===== config.mk =====
export PLATFORM = sky130hd
export DESIGN_NAME = fdiv
export DESIGN_NICKNAME = d
export VERILOG_FILES = /design/src/rtl/fdiv.sv
export SDC_FILE = /design/constraint.sdc
export NUM_CORES = 1
export LEC_CHECK = 0
export ABC_AREA = 1
export BUFFER_PORTS_ARGS = -buffer_cell sky130_fd_sc_hd__buf_2
export CAP_MARGIN = 15
export CORE_MARGIN = 3
export CORE_UTILIZATION = 59
export CTS_CLUSTER_SIZE = 12
export DETAILED_ROUTE_END_ITERATION = 6
export HOLD_SLACK_MARGIN = 0.15
export PLACE_DENSITY = 0.91
export SYNTH_ARGS = -nofsm -noshare
export SYNTH_HDL_FRONTEND = slang
export SYNTH_SLANG_ARGS = --single-unit

===== constraint.sdc =====
create_clock -name CLK -period 2.9 [get_ports CLK]
set_input_delay 0.29 -clock CLK [delete_from_list [all_inputs] [get_ports CLK]]
set_output_delay 0.29 -clock CLK [all_outputs]
set_load 0.05 [all_outputs]

===== src/rtl/fdiv.sv =====
// -----------------------------------------------------------------------------
// fdiv -- multi-cycle IEEE-754 single-precision divider.
//
// A divide is accepted while idle, then either resolves in one cycle (special
// operands: NaN, infinity, zero) or runs a 25-step restoring division of the
// significands followed by one normalisation cycle. Denormal inputs are
// flushed to zero and rounding is truncation.
//
// Ports:
//   CLK       in   rising-edge clock
//   Reset_n   in   asynchronous active-low reset
//   Start     in   start request, sampled only while Busy=0
//   Operand1  in   [31:0] dividend
//   Operand2  in   [31:0] divisor
//   WA3       in   [3:0]  destination tag, captured with the operands
//   Result    out  [31:0] quotient, updated only when Busy falls
//   Busy      out  high while a divide is in flight
//   Done      out  one-cycle pulse marking a new Result
//   FDIVWA3   out  [3:0]  tag of the in-flight or last completed divide
// -----------------------------------------------------------------------------
module fdiv (
  input  logic        CLK,
  input  logic        Reset_n,
  input  logic        Start,
  input  logic [31:0] Operand1,
  input  logic [31:0] Operand2,
  input  logic [3:0]  WA3,
  output logic [31:0] Result,
  output logic        Busy,
  output logic        Done,
  output logic [3:0]  FDIVWA3
);

  typedef enum logic [1:0] {IDLE, SPEC, DIV, NORM} state_t;

  // Outcome of operand classification; K_NORMAL means a real division is needed.
  typedef enum logic [1:0] {K_NORMAL, K_NAN, K_INF, K_ZERO} kind_t;

  localparam logic [31:0] QNAN = 32'h7FC0_0000;

  // Classify a pair of operands (sign bits are irrelevant here).
  // Exponent 0 counts as zero regardless of fraction (denormals flushed).
  function automatic kind_t classify(input logic [30:0] a, input logic [30:0] b);
    logic a_zero, b_zero, a_inf, b_inf, a_nan, b_nan;
    a_zero = (a[30:23] == 8'd0);
    b_zero = (b[30:23] == 8'd0);
    a_inf  = (a[30:23] == 8'hFF) && (a[22:0] == 23'd0);
    b_inf  = (b[30:23] == 8'hFF) && (b[22:0] == 23'd0);
    a_nan  = (a[30:23] == 8'hFF) && (a[22:0] != 23'd0);
    b_nan  = (b[30:23] == 8'hFF) && (b[22:0] != 23'd0);
    if (a_nan || b_nan || (a_inf && b_inf) || (a_zero && b_zero))
      classify = K_NAN;
    else if (b_zero || a_inf)
      classify = K_INF;
    else if (a_zero || b_inf)
      classify = K_ZERO;
    else
      classify = K_NORMAL;
  endfunction

  state_t       state_q, state_d;
  logic [31:0]  op1_q, op1_d;
  logic [31:0]  op2_q, op2_d;
  logic [3:0]   tag_q, tag_d;
  logic [24:0]  quo_q, quo_d;
  logic [25:0]  rem_q, rem_d;
  logic [4:0]   cnt_q, cnt_d;
  logic [31:0]  result_q, result_d;
  logic         busy_q, busy_d;
  logic         done_q, done_d;

  // ---------------------------------------------------------------------------
  // Datapath helpers
  // ---------------------------------------------------------------------------
  logic        res_sign;
  kind_t       spec_kind;
  logic [25:0] divisor_ext;
  logic        rem_ge;
  logic [25:0] rem_sub;
  logic [25:0] rem_kept;
  logic signed [9:0] exp_n;
  logic [22:0] man_n;
  logic [31:0] norm_result;
  logic [31:0] spec_result;

  assign res_sign    = op1_q[31] ^ op2_q[31];
  assign spec_kind   = classify(op1_q[30:0], op2_q[30:0]);

  // One restoring step: subtract the divisor if it fits, then shift left.
  // The remainder stays below twice the divisor, so 26 bits never overflow.
  assign divisor_ext = {2'b00, 1'b1, op2_q[22:0]};
  assign rem_ge      = (rem_q >= divisor_ext);
  assign rem_sub     = rem_q - divisor_ext;
  assign rem_kept    = rem_ge ? rem_sub : rem_q;

  // Quotient lies in (0.5, 2): bit 24 set means it is already in [1, 2).
  assign exp_n = {2'b00, op1_q[30:23]} - {2'b00, op2_q[30:23]}
               + (quo_q[24] ? 10'd127 : 10'd126);
  assign man_n = quo_q[24] ? quo_q[23:1] : quo_q[22:0];

  always_comb begin
    if (exp_n >= 10'sd255)
      norm_result = {res_sign, 8'hFF, 23'd0};
    else if (exp_n <= 10'sd0)
      norm_result = {res_sign, 31'd0};
    else
      norm_result = {res_sign, exp_n[7:0], man_n};
  end

  always_comb begin
    case (spec_kind)
      K_NAN:   spec_result = QNAN;
      K_INF:   spec_result = {res_sign, 8'hFF, 23'd0};
      default: spec_result = {res_sign, 31'd0};
    endcase
  end

  // ---------------------------------------------------------------------------
  // Next-state logic
  // ---------------------------------------------------------------------------
  always_comb begin
    // NOTE: every signal gets a default before the case so no path can leave
    // it unassigned; a missing default here would infer a latch.
    state_d  = state_q;
    op1_d    = op1_q;
    op2_d    = op2_q;
    tag_d    = tag_q;
    quo_d    = quo_q;
    rem_d    = rem_q;
    cnt_d    = cnt_q;
    result_d = result_q;
    busy_d   = busy_q;
    done_d   = 1'b0;

    case (state_q)
      IDLE: begin
        if (Start) begin
          op1_d  = Operand1;
          op2_d  = Operand2;
          tag_d  = WA3;
          busy_d = 1'b1;
          quo_d  = '0;
          cnt_d  = '0;
          rem_d  = {2'b00, 1'b1, Operand1[22:0]};
          state_d = (classify(Operand1[30:0], Operand2[30:0]) == K_NORMAL) ? DIV : SPEC;
        end
      end
      SPEC: begin
        result_d = spec_result;
        done_d   = 1'b1;
        busy_d   = 1'b0;
        state_d  = IDLE;
      end
      DIV: begin
        quo_d = {quo_q[23:0], rem_ge};
        rem_d = rem_kept << 1;
        cnt_d = cnt_q + 5'd1;
        if (cnt_q == 5'd24)
          state_d = NORM;
      end
      NORM: begin
        result_d = norm_result;
        done_d   = 1'b1;
        busy_d   = 1'b0;
        state_d  = IDLE;
      end
      default: state_d = IDLE;
    endcase
  end

  // ---------------------------------------------------------------------------
  // State registers
  // ---------------------------------------------------------------------------
  // NOTE: sequential state uses non-blocking assignments only, so every flop
  // samples the pre-edge value of every other flop regardless of order.
  always_ff @(posedge CLK or negedge Reset_n) begin
    if (!Reset_n) begin
      state_q  <= IDLE;
      op1_q    <= '0;
      op2_q    <= '0;
      tag_q    <= '0;
      quo_q    <= '0;
      rem_q    <= '0;
      cnt_q    <= '0;
      result_q <= '0;
      busy_q   <= 1'b0;
      done_q   <= 1'b0;
    end else begin
      state_q  <= state_d;
      op1_q    <= op1_d;
      op2_q    <= op2_d;
      tag_q    <= tag_d;
      quo_q    <= quo_d;
      rem_q    <= rem_d;
      cnt_q    <= cnt_d;
      result_q <= result_d;
      busy_q   <= busy_d;
      done_q   <= done_d;
    end
  end

  assign Result  = result_q;
  assign Busy    = busy_q;
  assign Done    = done_q;
  assign FDIVWA3 = tag_q;

endmodule


==> metrics.txt <==
Detailed Place HPWL=17.08 mm; dominant cell type by area after synthesis=dfrtp_1; CTS tree=done; Final Routed Wirelength=around 29 mm; die area=around 18,000 um^2; flops & latches, synth=160; Post-synth EDFFs=0; Syn Inst Count=around 1.2k; Site Rows=45; fin cells=1,624; run status=finished, violations left; Slew HR=around 44%; Top FF cell, synth=dfrtp_1; Max-cap violations=0; post-synthesis net count=between 1k and 1.5k; CP arrival=3420 ps; storage element area=~4000 um^2; CTS buffer count=17; crit-path cells=inv_2, ha_4, inv_4, fa_1, inv_2, ha_4, inv_2, nor2_4, nand3_4, nor2_4, nand3_2, nand2_2, nand2_2, nand3_4, nand2_4, nor2_8, clkbuf_16, nand3_2, o21ai_2; Tmin final=3059 ps; area delta synth->final=24.12%; First-pass DRT Iterations=5; Hold WS=179.6 ps; kind of critical path=register to register; Async S/R FF share, synth=between 90% and 100%; I/O Pins=around 110; worst slew pin tran=835.5 ps; CP max stage cell=fa_1; latest clock arrival within the worst-skew pair=440 ps; period utilization=105.5%; HP Class=input port to register; DR WL/cell=approximately 18 um; Die Y=~130 um; Final Skew=around 9.2 ps; CTS H-tree depth=4; Clock Tree Root=clkbuf_16; GRT Resource Usage Total=30.22%; DR iter-0 viols=~1.1k; final setup TNS=-4014 ps; dpl ws=19.01 ps; # DRC=0; area share of the largest cell type after synthesis=a little over two fifths; mapped cell area=approximately 9400 um^2; Core Area=15,430 um^2; antenna violations before repair=0; Final setup viols=31; chip width=132.4 um; largest net degree at the start of global routing=between 80 and 90; vias in the first global route=approximately 9.4k; violated checks=setup timing; diode count=0; Via Count=between 9k and 10k; Required @ worst endpoint=approximately 3300 ps; pins over their slew limit=0; fmax=0.3269 GHz; crit-path max FO=6; initial cell density of the core=around 61%; Fillers=about 1.0k; GR Overflow Total=0; DR vias/cell=a little under 6; Clk pin slew, worst setup/hold paths=around 70 ps; placed cells=1,519; Critical Path Sink Type=register; multi-input logic area=between 4000 and 5000 um^2; Placer Congestion=0.9365; wire length of the first global-routing pass=~43 mm; yosys warns=0; most frequent cell on the critical path=inv_2; CTS max path bufs=2; crit path launch type=register; final hold vios=0; Port Buffer Count=~110; clock tree sinks=160; layout cells sized above 1=20.17%; RSZ-0062 raised after global routing=true; Layout Nets=~1.5k; Synth cell types=43; most area-consuming cells after synthesis=dfrtp_1 (42%), nand2_1 (14%), inv_1 (6.1%), o21ai_0 (5.1%), ha_1 (4.9%); post-route worst setup slack=-159.2 ps; post-route ant nets=0; slowest stage delay, CP=approximately 500 ps; delay-heaviest family, CP=simple AND/OR/NAND/NOR gates; post-synthesis sequential area ratio=42.45%; CP bufs+invs=5; syn_area_per_cell=7.718 um^2
## flip-flops by register name, summed over array words and instances (netlist names), 2 cells and up
name and count:
Result 32, op1_q 32, op2_q 32, rem_q 26, quo_q 25, cnt_q 5
FDIVWA3 4, state_q 2
## synth_stat cells (all sizes together) (2+ instances only)
library cell and count:
o211ai 5, nand3 90, nor4 14, inv 160
nand2 353, o21ai 123, ha 37, a21o 3
xor2 13, a21oi 50, nand4 21, o21bai 5
nor3 12, dfrtp 160, o22ai 29, xnor2 10
fa 2, a31oi 2, a21boi 2, buf 11
nor2 79, clkinv 3, clkbuf 31
## routing by layer
metal  global-route usage [%]  share of wire (%)  up-vias
met5                        0                  0        -
met4                    14.38                4.2        0
met3                    6.464                7.5      142
met2                    52.98                 50      564
met1                    35.41                 38     4566
li1                         -                  -     4359
## worst min-delay path: cells and delay by family
kind            cells  cell delay [ps]
compound gates      1               90
buf+inv             2              190
## timing repair
action                                  in CTS  in global routing
resized for setup                            4                 34
cloned                                       0                  7
endpoints found under the setup margin      21                 33
pin swaps                                    0                 20
hold buffers                                56                  0
buffers inserted                             0                 10
hold endpoints to repair                   134                  0
## final timing paths
check / endpoint / from / slack (ps) / depth (start not counted)
worst max-delay path: Result[3] / op1_q[23] / -160 / 19
worst min-delay path: op2_q[23] / Operand2[23] / 180 / 3
worst max register to register: Result[3] / op1_q[23] / -160 / 19
worst min register to register: FDIVWA3[3] / FDIVWA3[3] / 470 / 2
max in group asynchronous: op2_q[20] / Reset_n / 1560 / 3
min in group asynchronous: FDIVWA3[3] / Reset_n / 410 / 2
## cell type report
class / instances / share of cell area [%]
multi-input combinational: 858 / 40.40
sequential: 160 / 34.21
timing repair buffer: 200 / 12.92
inverter: 163 / 5.248
clock buffer: 17 / 3.634
tap: 211 / 2.255
clock inverter: 15 / 1.325
## cells in the final DEF (no fill, tap or decap), drive strengths merged
cell and count:
a211oi 1, a21boi 2, a21o 3, a21oi 50
a221oi 1, a31oi 2, buf 140, clkbuf 21
clkinv 11, clkinvlp 1, dfrtp 160, dlygate4sd3 56
fa 2, ha 37, inv 166, nand2 354
nand3 90, nand3b 1, nand4 21, nor2 79
nor3 12, nor4 14, o211ai 5, o21a 1
o21ai 123, o21bai 5, o22ai 29, o31ai 1
or2 1, or4 1, xnor2 10, xor2 13
## metrics by stage
| step | area, um^2 | util, % |
|---|---|---|
| floorplan | 9432 | - |
| global placement | 10210 | 66.21 |
| detailed placement | 10210 | 66.21 |
| CTS | 11370 | 73.71 |
| global route | 11710 | 75.88 |
| finish | 11710 | 75.88 |
## logic make-up after synthesis
| logic type | after synthesis | share of synthesized area (%) |
|---|---|---|
| buffers and inverters | 205 | 8.769 |
| AO/OA/AOI/OAI | 223 | 13.84 |
| adder cells (fa/ha/maj) | 39 | 5.333 |
| flip-flops | 160 | 42.45 |
| XOR/XNOR | 23 | 2.136 |
| AND/OR/NAND/NOR | 572 | 27.47 |
Power is left out: the tool's default activity adds up to more than one toggle a clock period on the data nets, which glitch-free logic cannot reach.
